$ cat config.mk
export PLATFORM = sky130hd
export DESIGN_NAME = apb_uart_ctrl
export DESIGN_NICKNAME = d
export VERILOG_FILES = /design/src/rtl/apb_uart_ctrl_pkg.sv /design/src/rtl/apb_uart_ctrl_arb.sv /design/src/rtl/apb_uart_ctrl.sv
export SDC_FILE = /design/constraint.sdc
export NUM_CORES = 1
export LEC_CHECK = 0
export CAP_MARGIN = 10
export CORE_MARGIN = 5
export CORE_UTILIZATION = 37
export DETAILED_ROUTE_END_ITERATION = 8
export PLACE_DENSITY = 0.77
export SYNTH_ARGS = -nofsm -noshare
export SYNTH_HDL_FRONTEND = slang
export SYNTH_SLANG_ARGS = --single-unit
export TNS_END_PERCENT = 30
$ cat constraint.sdc
create_clock -name clk_i -period 1.9 [get_ports clk_i]
set_clock_uncertainty 0.2 [all_clocks]
set_input_delay 0.38 -clock clk_i [delete_from_list [all_inputs] [get_ports clk_i]]
set_output_delay 0.38 -clock clk_i [all_outputs]
set_load 0.03 [all_outputs]
$ cat src/rtl/apb_uart_ctrl_pkg.sv
// Shared constants, types and helpers for the APB UART front-end: 16550 register map,
// init sequence values and the controller state encoding.
package apb_uart_ctrl_pkg;

  localparam logic [7:0] REG_THR_DLL = 8'h00;
  localparam logic [7:0] REG_IER_DLM = 8'h04;
  localparam logic [7:0] REG_FCR     = 8'h08;
  localparam logic [7:0] REG_LCR     = 8'h0C;

  localparam logic [7:0] IER_OFF  = 8'h00;
  localparam logic [7:0] LCR_DLAB = 8'h80;
  localparam logic [7:0] LCR_8N1  = 8'h03;
  localparam logic [7:0] FCR_INIT = 8'hC7;

  localparam int unsigned INIT_LEN = 6;

  typedef struct packed {
    logic [7:0] addr;
    logic [7:0] data;
  } init_op_t;

  typedef enum logic [2:0] {
    ST_INIT_SETUP,
    ST_INIT_ACCESS,
    ST_IDLE,
    ST_SETUP,
    ST_ACCESS,
    ST_RESP
  } state_e;

  // Rounded-to-nearest 16x oversampling divisor.
  function automatic logic [15:0] uart_divisor(input int unsigned clk, input int unsigned baud);
    int unsigned d;
    d = (clk + 8 * baud) / (16 * baud);
    return d[15:0];
  endfunction

endpackage

$ cat src/rtl/apb_uart_ctrl_arb.sv
// Round-robin request picker: first asserted request at or after ptr, wrapping.
module apb_uart_ctrl_arb #(
  parameter int unsigned NrReq = 2,
  parameter int          IdxW  = 1
) (
  input  logic [NrReq-1:0] req,
  input  logic [IdxW-1:0]  ptr,
  output logic             gnt_vld,
  output logic [IdxW-1:0]  gnt_idx
);

  always_comb begin
    gnt_vld = 1'b0;
    gnt_idx = '0;
    for (int k = 0; k < int'(NrReq); k++) begin
      int j;
      logic [IdxW-1:0] idx;
      j = int'(ptr) + k;
      if (j >= int'(NrReq)) j = j - int'(NrReq);
      idx = IdxW'(j);
      if (!gnt_vld && req[idx]) begin
        gnt_vld = 1'b1;
        gnt_idx = idx;
      end
    end
  end

endmodule

$ cat src/rtl/apb_uart_ctrl.sv
// Programs the 16550 after reset, then shares its APB port between NrReq requesters
// with round-robin arbitration; one transfer in flight at a time.
module apb_uart_ctrl
  import apb_uart_ctrl_pkg::*;
#(
  parameter int unsigned NrReq     = 2,
  parameter int unsigned ClkFreqHz = 50_000_000,
  parameter int unsigned BaudRate  = 115_200,
  parameter int unsigned AddrWidth = 32,
  parameter int unsigned DataWidth = 32
) (
  input  logic                              clk_i,
  input  logic                              rst_ni,
  input  logic [NrReq-1:0]                  req_psel_i,
  input  logic [NrReq-1:0]                  req_penable_i,
  input  logic [NrReq-1:0]                  req_pwrite_i,
  input  logic [NrReq-1:0][AddrWidth-1:0]   req_paddr_i,
  input  logic [NrReq-1:0][DataWidth-1:0]   req_pwdata_i,
  output logic [NrReq-1:0][DataWidth-1:0]   req_prdata_o,
  output logic [NrReq-1:0]                  req_pready_o,
  output logic [NrReq-1:0]                  req_pslverr_o,
  output logic                              uart_psel_o,
  output logic                              uart_penable_o,
  output logic                              uart_pwrite_o,
  output logic [AddrWidth-1:0]              uart_paddr_o,
  output logic [DataWidth-1:0]              uart_pwdata_o,
  input  logic [DataWidth-1:0]              uart_prdata_i,
  input  logic                              uart_pready_i,
  input  logic                              uart_pslverr_i,
  output logic                              init_done_o
);

  localparam int          IdxW = (NrReq > 1) ? $clog2(NrReq) : 1;
  localparam logic [15:0] DIV  = uart_divisor(ClkFreqHz, BaudRate);

  state_e                 state_q, state_d;
  logic [2:0]             init_idx_q;
  logic [IdxW-1:0]        rr_ptr_q, grant_q, gnt_idx;
  logic                   gnt_vld, wr_q, err_q, init_done_q;
  logic [AddrWidth-1:0]   addr_q;
  logic [DataWidth-1:0]   wdata_q, rdata_q;
  init_op_t               rom_op;
  logic                   init_last;

  // PENABLE from requesters carries no information here; transfers key off PSEL.
  logic unused_penable;
  assign unused_penable = ^req_penable_i;

  always_comb begin
    case (init_idx_q)
      3'd0:    rom_op = '{REG_IER_DLM, IER_OFF};
      3'd1:    rom_op = '{REG_LCR, LCR_DLAB};
      3'd2:    rom_op = '{REG_THR_DLL, DIV[7:0]};
      3'd3:    rom_op = '{REG_IER_DLM, DIV[15:8]};
      3'd4:    rom_op = '{REG_LCR, LCR_8N1};
      default: rom_op = '{REG_FCR, FCR_INIT};
    endcase
  end

  assign init_last = (init_idx_q == 3'(INIT_LEN - 1));

  apb_uart_ctrl_arb #(.NrReq(NrReq), .IdxW(IdxW)) i_arb (
    .req     (req_psel_i),
    .ptr     (rr_ptr_q),
    .gnt_vld (gnt_vld),
    .gnt_idx (gnt_idx)
  );

  always_ff @(posedge clk_i or negedge rst_ni) begin
    if (!rst_ni) begin
      state_q     <= ST_INIT_SETUP;
      init_idx_q  <= '0;
      rr_ptr_q    <= '0;
      grant_q     <= '0;
      wr_q        <= 1'b0;
      addr_q      <= '0;
      wdata_q     <= '0;
      rdata_q     <= '0;
      err_q       <= 1'b0;
      init_done_q <= 1'b0;
    end else begin
      state_q <= state_d;
      case (state_q)
        ST_INIT_ACCESS: if (uart_pready_i) begin
          if (init_last) init_done_q <= 1'b1;
          else           init_idx_q  <= init_idx_q + 3'd1;
        end
        ST_IDLE: if (gnt_vld) begin
          grant_q <= gnt_idx;
          wr_q    <= req_pwrite_i[gnt_idx];
          addr_q  <= req_paddr_i[gnt_idx];
          wdata_q <= req_pwdata_i[gnt_idx];
        end
        ST_ACCESS: if (uart_pready_i) begin
          rdata_q <= uart_prdata_i;
          err_q   <= uart_pslverr_i;
        end
        ST_RESP: rr_ptr_q <= (grant_q == IdxW'(NrReq - 1)) ? '0 : grant_q + IdxW'(1);
        default: ;
      endcase
    end
  end

  // Outputs are also gated by rst_ni so they drop the moment reset asserts,
  // not at the next edge.
  always_comb begin
    state_d        = state_q;
    uart_psel_o    = 1'b0;
    uart_penable_o = 1'b0;
    uart_pwrite_o  = 1'b0;
    uart_paddr_o   = '0;
    uart_pwdata_o  = '0;
    req_pready_o   = '0;
    req_prdata_o   = '0;
    req_pslverr_o  = '0;
    if (rst_ni) begin
      case (state_q)
        ST_INIT_SETUP, ST_INIT_ACCESS: begin
          uart_psel_o    = 1'b1;
          uart_penable_o = (state_q == ST_INIT_ACCESS);
          uart_pwrite_o  = 1'b1;
          uart_paddr_o   = AddrWidth'(rom_op.addr);
          uart_pwdata_o  = DataWidth'(rom_op.data);
          if (state_q == ST_INIT_SETUP) state_d = ST_INIT_ACCESS;
          else if (uart_pready_i)       state_d = init_last ? ST_IDLE : ST_INIT_SETUP;
        end
        ST_IDLE: if (gnt_vld) state_d = ST_SETUP;
        ST_SETUP, ST_ACCESS: begin
          uart_psel_o    = 1'b1;
          uart_penable_o = (state_q == ST_ACCESS);
          uart_pwrite_o  = wr_q;
          uart_paddr_o   = addr_q;
          uart_pwdata_o  = wdata_q;
          if (state_q == ST_SETUP) state_d = ST_ACCESS;
          else if (uart_pready_i)  state_d = ST_RESP;
        end
        ST_RESP: begin
          req_pready_o[grant_q]  = 1'b1;
          req_prdata_o[grant_q]  = rdata_q;
          req_pslverr_o[grant_q] = err_q;
          state_d                = ST_IDLE;
        end
        default: state_d = ST_INIT_SETUP;
      endcase
    end
  end

  assign init_done_o = init_done_q;

endmodule
==> results of run 1 <==
## final timing paths
path                          startpoint               to  slack (ps)
max in group asynchronous         rst_ni       addr_q[12]         230
max reg2reg                   state_q[2]       addr_q[26]        -180
min in group clk_i           init_done_o      init_done_o         300
max                        init_idx_q[1]  uart_paddr_o[3]        -560
min reg2reg                  init_done_o      init_done_o         300
min                               rst_ni       wdata_q[8]          40
## flip-flops by register name, indices dropped and copies added, names as in the netlist
register and flops:
addr_q 32, rdata_q 32, wdata_q 32, init_idx_q 3
state_q 3, err_q 1, grant_q 1, init_done_o 1
rr_ptr_q 1, wr_q 1
## report_power, final
part	internal (mW)	leakage, nW	total [mW]	switching (mW)
registers	3.42	1.29	4.27	0.845
logic	3.73	3.56	7.26	3.53
clock network	1.16	0.149	2.04	0.882
## layer usage
metal  up-vias  share of wire (%)  global-route usage [%]
met4         0                2.7                    7.87
met2       243                 50                    37.6
met5         -                  0                       0
met1      2680                 37                    24.2
li1       2736                  -                       -
met3        31                 10                    7.10
## critical path: cells and delay by family, from the launching register on
family          cells  cell delay, ps
buf+inv             1             130
fa+ha+maj           2             360
compound gates      3             430
flops               1             460
simple gates        1             150
## layout by cell type, fill, tap and decap left out, types with 3 or more instances in the layout
cell             netlist  routed
and2_1                68       7
clkdlybuf4s50_1        0     166
ha_4                   0       5
nor2_2                 0       5
mux2i_1               66      66
buf_12                 0      27
a21oi_2               24      27
dfrtp_2                0       5
dfrtp_1              107     102
nand2_1               10       6
buf_6                  6     100
mux2_2                34      34
nor2_4                 1       5
and2_4                 0      23
o21ai_0               11       7
and3_4                 0      55
inv_1                  8       5
dlygate4sd3_1          0       3
a21oi_4                0       4
clkbuf_16              0      11
nand2_2                0       3
and2_2                 0      38
buf_4                  6      70
a21oi_1               48      41
nor2_1                77      68
buf_16                 0       3
## what timing repair did
item	CTS	global route
cloned	4	2
buffers inserted	5	6
gates resized for setup	160	64
endpoints found under the setup margin	196	207
pin swaps	37	27
endpoints found under the hold margin	65	2
hold buffers	4	1
## final cells by class
class                      instances  area share (%)
clock buffer                      10            2.08
tap                              216            2.46
multi-input combinational        433            33.2
inverter                           8           0.296
clock inverter                     6           0.808
sequential                       107            24.4
timing repair buffer             373            36.7
antenna                            1          0.0227
## kinds of logic after synthesis
kind of cell | count (synthesis) | synth area share, %
DFF | 107 | 45.0
xor gates and xnor gates | 1 | 0.147
buffers and inverters | 57 | 5.15
adders and majority gates | 5 | 1.05
muxes | 100 | 17.5
and+or+nand+nor | 227 | 20.4
AOI/OAI and AO/OA | 100 | 10.8
## stage by stage
step                      cells  power [mW]
final                      1154        13.6
after detailed placement   1117        10.1
after global routing       1154        14.4
after CTS                  1146        13.2
after floorplan             597        7.80
after global placement     1117        9.90
==> qor.yml, run 1 <==
logic_synthesis:
  synthFlopType: "dfrtp_1"
  postSynthCellCount: 597
  ys_types: 42
  synth_edf_count: 0
  synthArstFlopShare_pct: 100
  ys_seq_area_share_pct: 45.0
  avgSynthCellArea_um2: 9.97
  ys_ff_latch: 107
  synth_common_cells: "107 x dfrtp_1, 77 x nor2_1, 68 x and2_1"
  yosys.area.top_type: "dfrtp_1"
  synth_top_area_share_pct: 45.0
  syn_area_mm2: 0.00595
  syn-num-nets: 772
  ys_top_cells_by_area: "dfrtp_1 45%, mux2i_1 11%, and2_1 7.1%"
  ys_warn_count: 0
  yosysMostFrequentCell: "dfrtp_1"
global_route:
  grt_pass1_vias: 5764
  overflow: 0
  grt_max_degree: 59
  track_usage_pct: 21.4
  grt_antenna_before_repair: 1
  grt_pass1_wl_um: 30900
floorplanning:
  die_area_mm2: 0.0187
  die_width_um: 137
  std_cell_rows: 46
  die_h_um: 137
  io_pins: 306
  core-area_mm2: 0.0158
  start_util_pct: 37.6
cells_and_area:
  syn2layout_area_growth_pct: 84.8
  fillCellCount: 1188
  multiInputGateArea_mm2: 0.00366
  design_area_mm2: 0.0110
  fin_util_pct: 69.5
  final_nets: 1107
  seq_area_mm2: 0.00268
  drive_above_1_share_pct: 47.5
routing:
  drt_iter0_markers: 216
  post_drt_wl_per_cell_um: 18.5
  drc: 0
  via_per_inst: 4.93
  routed_wl_um: 21400
  dr.pass1.iters: 4
  num_vias: 5690
  drtAntennaViolNets: 0
timing:
  slew_headroom_pct: 46.0
  hold_violations: 0
  drv_slew: 0
  fin_crit_sh_pct: 129
  grt_setup_unrepaired: "yes"
  fmax_mhz: 407
  tightest_slew_ps: 807
  setup_viol: 201
  fin_ws_ps: -556
  whs_ps: 41.7
  min_period_ps: 2460
  fin_tns_setup_ps: -70750
power_and_ir_drop:
  ir_worst_vdd_mv: 0.614
  power_density_mw_per_mm2: 1230
  leakage_nw: 5.01
cts:
  tritoncts: "done"
  cts_max_level: 3
  root_buffer: "clkbuf_16"
  insertion_delay_ps: 340
  cts_buffers: 9
  clkSinkCount: 107
  clkTransAtPathRegs_ps: 70
  cts_buffer_depth: 2
setup_path:
  critPathSlowestCell: "dfrtp_2"
  end_kind: "output port"
  cpMostUsedCell: "ha_4"
  critPathLaunchType: "flip-flop"
  crit_path_max_incr_delay_ps: 460
  worstPathMaxFanout: 4
  crit_chain: "ha_4 -> ha_4 -> nor4_4 -> a31oi_1 -> a211oi_2 -> a41o_2 -> buf_6"
  worst-setup-path-type: "reg -> out"
  cp.required_ps: 1320
  cp.arrival_ps: 1880
  reg2regPathDepth: 7
placement:
  gp_congestion: 0.817
  portBuffers: 303
  dp_slack_ps: -374
  dp_hpwl_um: 15200
  placed_area_mm2: 0.00958
outcome:
  violations: "setup timing"
  run_status: "finished with violations"
job:
  cap_violations: 0
worst_hold_path:
  min_path_type: "in -> async"
Power figures use the tool's default switching activity.
==> inputs of run 2 (changes only) <==
CTS_BUF_LIST = sky130_fd_sc_hd__clkbuf_8   (was unset)
==> qor.yml, run 2 (synthesis gave the netlist of run 1 again) <==
timing:
  hold_violations: 0  # unchanged
  grt_setup_unrepaired: "yes"
  fin_ws_ps: -596  # -40.4 ps
  whs_ps: 27.8  # -13.9 ps
  min_period_ps: 2500  # +40.4 ps
  fmax_mhz: 401  # -1.6%
  slew_headroom_pct: 74.1  # +28 points
  tightest_slew_ps: 389  # -418 ps
  setup_viol: 201  # unchanged
  fin_crit_sh_pct: 131  # +2.1 points
  drv_slew: 0  # unchanged
power_and_ir_drop:
  ir_worst_vdd_mv: 0.617  # +0.51%
  p_total_mw: 13.1  # -3.1%
  intPower_mw: 7.95  # -4.4%
  leakage_nw: 4.98  # -0.53%
  p_seq_share_pct: 32.4  # +1.0 points
  power_frac_comb_pct: 55.7  # +2.2 points
  p_sw_share_pct: 39.5  # +0.78 points
  power_density_mw_per_mm2: 1200  # -2.4%
  p_switching_mw: 5.19  # -1.2%
  p_clk_share_pct: 11.9  # -3.2 points
setup_path:
  reg2reg_from: "state_q[2]"
  worstPathMaxFanout: 7  # +3
  cp.arrival_ps: 1920  # +40 ps
  end_kind: "output port"
  critPathLaunchType: "flip-flop"
  worst-setup-path-type: "reg -> out"
  cp.required_ps: 1320  # about the same
  critPathLaunch: "state_q[1]"
placement:
  dp_slack_ps: -374  # unchanged
  gp_congestion: 0.817  # unchanged
  dp_hpwl_um: 15200  # unchanged
  dpl.cell_count: 1117  # unchanged
  portBuffers: 303  # unchanged
routing:
  dr.pass1.iters: 4  # unchanged
  routed_wl_um: 21300  # -0.55%
  num_vias: 5699  # +0.16%
  drc: 0  # unchanged
  drt_iter0_markers: 164  # -24%
  drtAntennaViolNets: 0  # unchanged
  via_per_inst: 4.93  # about the same
  post_drt_wl_per_cell_um: 18.4  # -0.72%
global_route:
  grt_max_degree: 59  # unchanged
  grt_pass1_vias: 5771  # +0.12%
  grt_antenna_before_repair: 1  # unchanged
  grt_pass1_wl_um: 30800  # -0.27%
  overflow: 0  # unchanged
  track_usage_pct: 21.3  # -0.061 points
job:
  cap_violations: 0  # unchanged
cells_and_area:
  final_nets: 1109  # +0.18%
  final_cells: 1156  # +0.17%
  top_regs: "addr_q: 32 flops, rdata_q: 32 flops, wdata_q: 32 flops"
  drive_above_1_share_pct: 47.4  # -0.10 points
  syn2layout_area_growth_pct: 83.4
  fin_util_pct: 69.0  # -0.51 points
  final_common_cell: "clkdlybuf4s50_1"
  layout_common_cells: "166 x clkdlybuf4s50_1, 102 x dfrtp_1, 100 x buf_6"
cts:
  clkSinkCount: 107  # unchanged
  tritoncts: "done"
  clkTransAtPathRegs_ps: 100  # +30 ps
  cts_buffers: 9  # unchanged
  insertion_delay_ps: 370  # +30 ps
  cts_max_level: 3  # unchanged
  cts_buffer_depth: 2  # unchanged
  root_buffer: "clkbuf_8"
floorplanning:
  start_util_pct: 37.6  # unchanged
  io_pins: 306  # unchanged
  die_area_mm2: 0.0187  # unchanged
  std_cell_rows: 46  # unchanged
  die_h_um: 137  # unchanged
  core-area_mm2: 0.0158  # unchanged
  die_width_um: 137  # unchanged
outcome:
  run_status: "finished with violations"
  violations: "setup timing"
worst_hold_path:
  min_path_type: "in -> async"
==> run 2: per-stage QoR <==
| stage | setup TNS [ps] | area, um^2 |
|---|---|---|
| floorplan | -9320 | 6250 |
| global placement | -28890 | 9580 |
| detailed placement | -33500 | 9580 |
| CTS | -75120 | 10600 |
| global route | -93280 | 10900 |
| finish | -76500 | 10900 |
==> run 2: final timing paths <==
| check | cells past startpoint | slack [ps] | endpoint |
|---|---|---|---|
| worst max-delay path | 6 | -600 | uart_paddr_o[16] |
| worst min-delay path | 3 | 30 | wdata_q[7] |
| worst max register to register | 7 | -180 | wdata_q[0] |
| worst min register to register | 1 | 320 | init_done_o |
| max in group asynchronous | 4 | 690 | wdata_q[29] |
| min in group clk_i | 1 | 320 | init_done_o |
==> run 2: layout make-up <==
cell class,count,area (um^2)
inverter,8,32.5
multi-input combinational,433,3650
timing repair buffer,375,4070
fill,1216,4910
clock inverter,7,92.6
clock buffer,9,124
tap,216,270
sequential,107,2680
antenna,1,2.50
==> run 2: timing repair <==
action | CTS | global route
gates cloned | 4 | 4
resized for setup | 166 | 59
hold endpoints to repair | 65 | 2
endpoints found under the setup margin | 198 | 212
pin swaps | 40 | 22
hold buffers | 3 | 1
buffers inserted | 5 | 9
==> run 2: routing by layer <==
| metal | global-route usage (%) | share of wire [%] | up-vias |
|---|---|---|---|
| met3 | 7.28 | 9.9 | 30 |
| met1 | 23.9 | 37 | 2697 |
| li1 | - | - | 2731 |
| met4 | 7.54 | 2.7 | 0 |
| met2 | 37.7 | 50 | 241 |
| met5 | 0 | 0 | - |
==> run 2: power groups by stage <==
stage                     clock network (mW)  registers [mW]  logic, mW
after CTS                               1.61            4.18       6.90
after global routing                    1.72            4.40       7.86
after detailed placement                   0            4.16       5.97
final                                   1.56            4.25       7.32
after global placement                     0            4.07       5.83
after floorplan                            0            3.91       3.90
==> run 2: critical path, stage by stage, from the launching register on <==
cell and delay [ps]:
dfrtp_2 460, nor2b_4 140, a22o_4 330, buf_12 160
buf_16 130, and3_4 180, buf_12 130
==> inputs of run 3 (changes only) <==
CELL_PAD_IN_SITES_DETAIL_PLACEMENT = 0   (was unset)
CELL_PAD_IN_SITES_GLOBAL_PLACEMENT = 2   (was unset)
CORE_UTILIZATION = 21   (was 37)
PLACE_DENSITY = 0.76   (was 0.77)
==> qor.yml, run 3 (synthesis gave the netlist of run 1 again) <==
outcome:
  run_status: "finished with violations"
  violations: "hold timing, setup timing"
global_route:
  overflow: 0  # unchanged
  grt_pass1_wl_um: 33200  # +8.0%
  grt_antenna_before_repair: 1  # unchanged
  track_usage_pct: 13.5  # -7.9 points
  grt_pass1_vias: 5868  # +1.7%
  grt_max_degree: 56  # -5.1%
routing:
  drt_iter0_markers: 181  # +10%
  routed_wl_um: 24300  # +14%
  num_vias: 5735  # +0.63%
  drc: 0  # unchanged
  via_per_inst: 4.28  # -13%
  drtAntennaViolNets: 0  # unchanged
  post_drt_wl_per_cell_um: 18.2  # -1.3%
  dr.pass1.iters: 4  # unchanged
setup_path:
  cp.required_ps: 1320  # about the same
  reg2reg_slack_ps: -160  # +20 ps
  crit_path_max_incr_delay_ps: 450  # about the same
  critPathSlowestCell: "dfrtp_2"
  cp.arrival_ps: 1960  # +40 ps
  worstPathMaxFanout: 4  # -3
  crit_chain: "inv_1 -> ha_4 -> nand2b_4 -> a32oi_2 -> a211oi_2 -> a41o_2 -> buf_6"
  critPathLaunchType: "flip-flop"
  end_kind: "output port"
  worst-setup-path-type: "reg -> out"
placement:
  dp_hpwl_um: 17100  # +13%
  gp_congestion: 0.772  # -5.5%
  dpl.cell_count: 1292  # +16%
  portBuffers: 303  # unchanged
timing:
  hold_violations: 43  # +43
  min_period_ps: 2540  # +44.6 ps
  grt_setup_unrepaired: "yes"
  fin_crit_sh_pct: 134  # +2.3 points
  drv_slew: 0  # unchanged
  whs_ps: -210  # -238 ps
  fin_ws_ps: -641  # -44.6 ps
  fmax_mhz: 394  # -1.8%
  slew_headroom_pct: 54.3  # -20 points
  setup_viol: 204  # +1.5%
  tightest_slew_ps: 684  # +295 ps
cts:
  root_buffer: "clkbuf_8"
  postCtsHoldBufs: 11  # +8
  cts_buffer_depth: 2  # unchanged
  tritoncts: "done"
  clkSinkCount: 107  # unchanged
  insertion_delay_ps: 390  # +20 ps
  clkTransAtPathRegs_ps: 130  # +30 ps
  cts_buffers: 9  # unchanged
  cts_max_level: 3  # unchanged
cells_and_area:
  drive_above_1_share_pct: 47.5  # +0.11 points
  fillCellCount: 2721  # +120%
  final_common_cell: "clkdlybuf4s50_1"
  top_regs: "addr_q: 32 flops, rdata_q: 32 flops, wdata_q: 32 flops"
  layout_common_cells: "166 x clkdlybuf4s50_1, 132 x buf_6, 103 x dfrtp_1"
  final_nets: 1132  # +2.1%
  syn2layout_area_growth_pct: 92.1
  n_antenna_cell: 0  # -1
  seq_area_mm2: 0.00268  # about the same
  final_cells: 1340  # +16%
  multiInputGateArea_mm2: 0.00362  # -0.72%
floorplanning:
  die_width_um: 178  # +30%
  core-area_mm2: 0.0279  # +76%
  start_util_pct: 21.4  # -16 points
  die_h_um: 178  # +30%
  std_cell_rows: 61  # +33%
  die_area_mm2: 0.0318  # +70%
  io_pins: 306  # unchanged
power_and_ir_drop:
  p_clk_share_pct: 11.7  # -0.2 points
  intPower_mw: 7.90  # -0.65%
  ir_worst_vdd_mv: 0.440  # -29%
  power_frac_comb_pct: 56.5  # +0.8 points
  p_sw_share_pct: 40.5  # +0.94 points
  power_density_mw_per_mm2: 1160  # -3.6%
  p_switching_mw: 5.36  # +3.3%
  leakage_nw: 5.17  # +3.7%
  p_seq_share_pct: 31.8  # -0.6 points
job:
  cap_violations: 0  # unchanged
worst_hold_path:
  min_path_type: "in -> async"
run 3: cell count changes in the layout (fill, tap and decap cells not counted), sizes merged:
cell and delta:
buf +11, bufinv -1, clkbuf +4, clkinv +1, clkinvlp -2, diode -1
dlygate4sd3 +9, dlymetal6s4s -1, inv +2
run 3: worst paths after layout:
check                                   start         endpoint  cells after the start
worst max-delay path            init_idx_q[1]  uart_paddr_o[3]                      7
worst min-delay path                   rst_ni      rdata_q[20]                      2
worst max register to register     state_q[0]       wdata_q[2]                      8
worst min register to register    init_done_o      init_done_o                      1
max in group asynchronous              rst_ni    init_idx_q[1]                      4
min in group clk_i                init_done_o      init_done_o                      1
run 3: power groups by stage:
| stage | registers [mW] | clock network (mW) | logic (mW) |
|---|---|---|---|
| floorplan | 3.91 | 0 | 3.90 |
| global placement | 4.10 | 0 | 6.14 |
| detailed placement | 4.14 | 0 | 6.20 |
| CTS | 4.12 | 1.64 | 6.89 |
| global route | 4.36 | 1.72 | 8.11 |
| finish | 4.22 | 1.55 | 7.50 |
run 3: repair_timing:
action                                  in CTS  in global routing
endpoints found under the setup margin     235                234
pin swaps                                   21                 56
hold endpoints to repair                   107                 43
buffers inserted                             3                  7
resized for setup                          112                154
gates cloned                                 1                 12
run 3: critical path: cells and delay by family, from the launching register on:
family | cells | cell delay (ps)
AO/OA/AOI/OAI | 3 | 520
flip-flops | 1 | 450
buffers and inverters | 2 | 240
adder cells (fa/ha/maj) | 1 | 200
AND/OR/NAND/NOR | 1 | 150
run 3: per-layer routing:
metal  share of wire (%)  track usage (%)  wire length (um)
met1                  40             16.4              9750
met2                  49             23.0             11900
met3                 9.2             5.24              2250
met4                 1.8             2.49               445
met5               0.053                0                13
run 3: metrics by stage:
stage	worst slack (ps)	util (%)	TNS (ps)	power [mW]	instance area (um^2)
global route	-754	41.0	-105630	14.2	11400
global placement	-460	35.4	-31900	10.2	9870
detailed placement	-479	35.4	-33510	10.3	9870
finish	-641	41.0	-83110	13.3	11400
CTS	-646	38.2	-83660	12.6	10600
floorplan	-117	-	-9320	7.80	6250
run 3: cell type report:
type,count,share of cell area [%]
clock inverter,7,0.711
inverter,8,0.285
clock buffer,9,1.08
tap,378,4.14
timing repair buffer,398,38.7
sequential,107,23.5
multi-input combinational,433,31.7
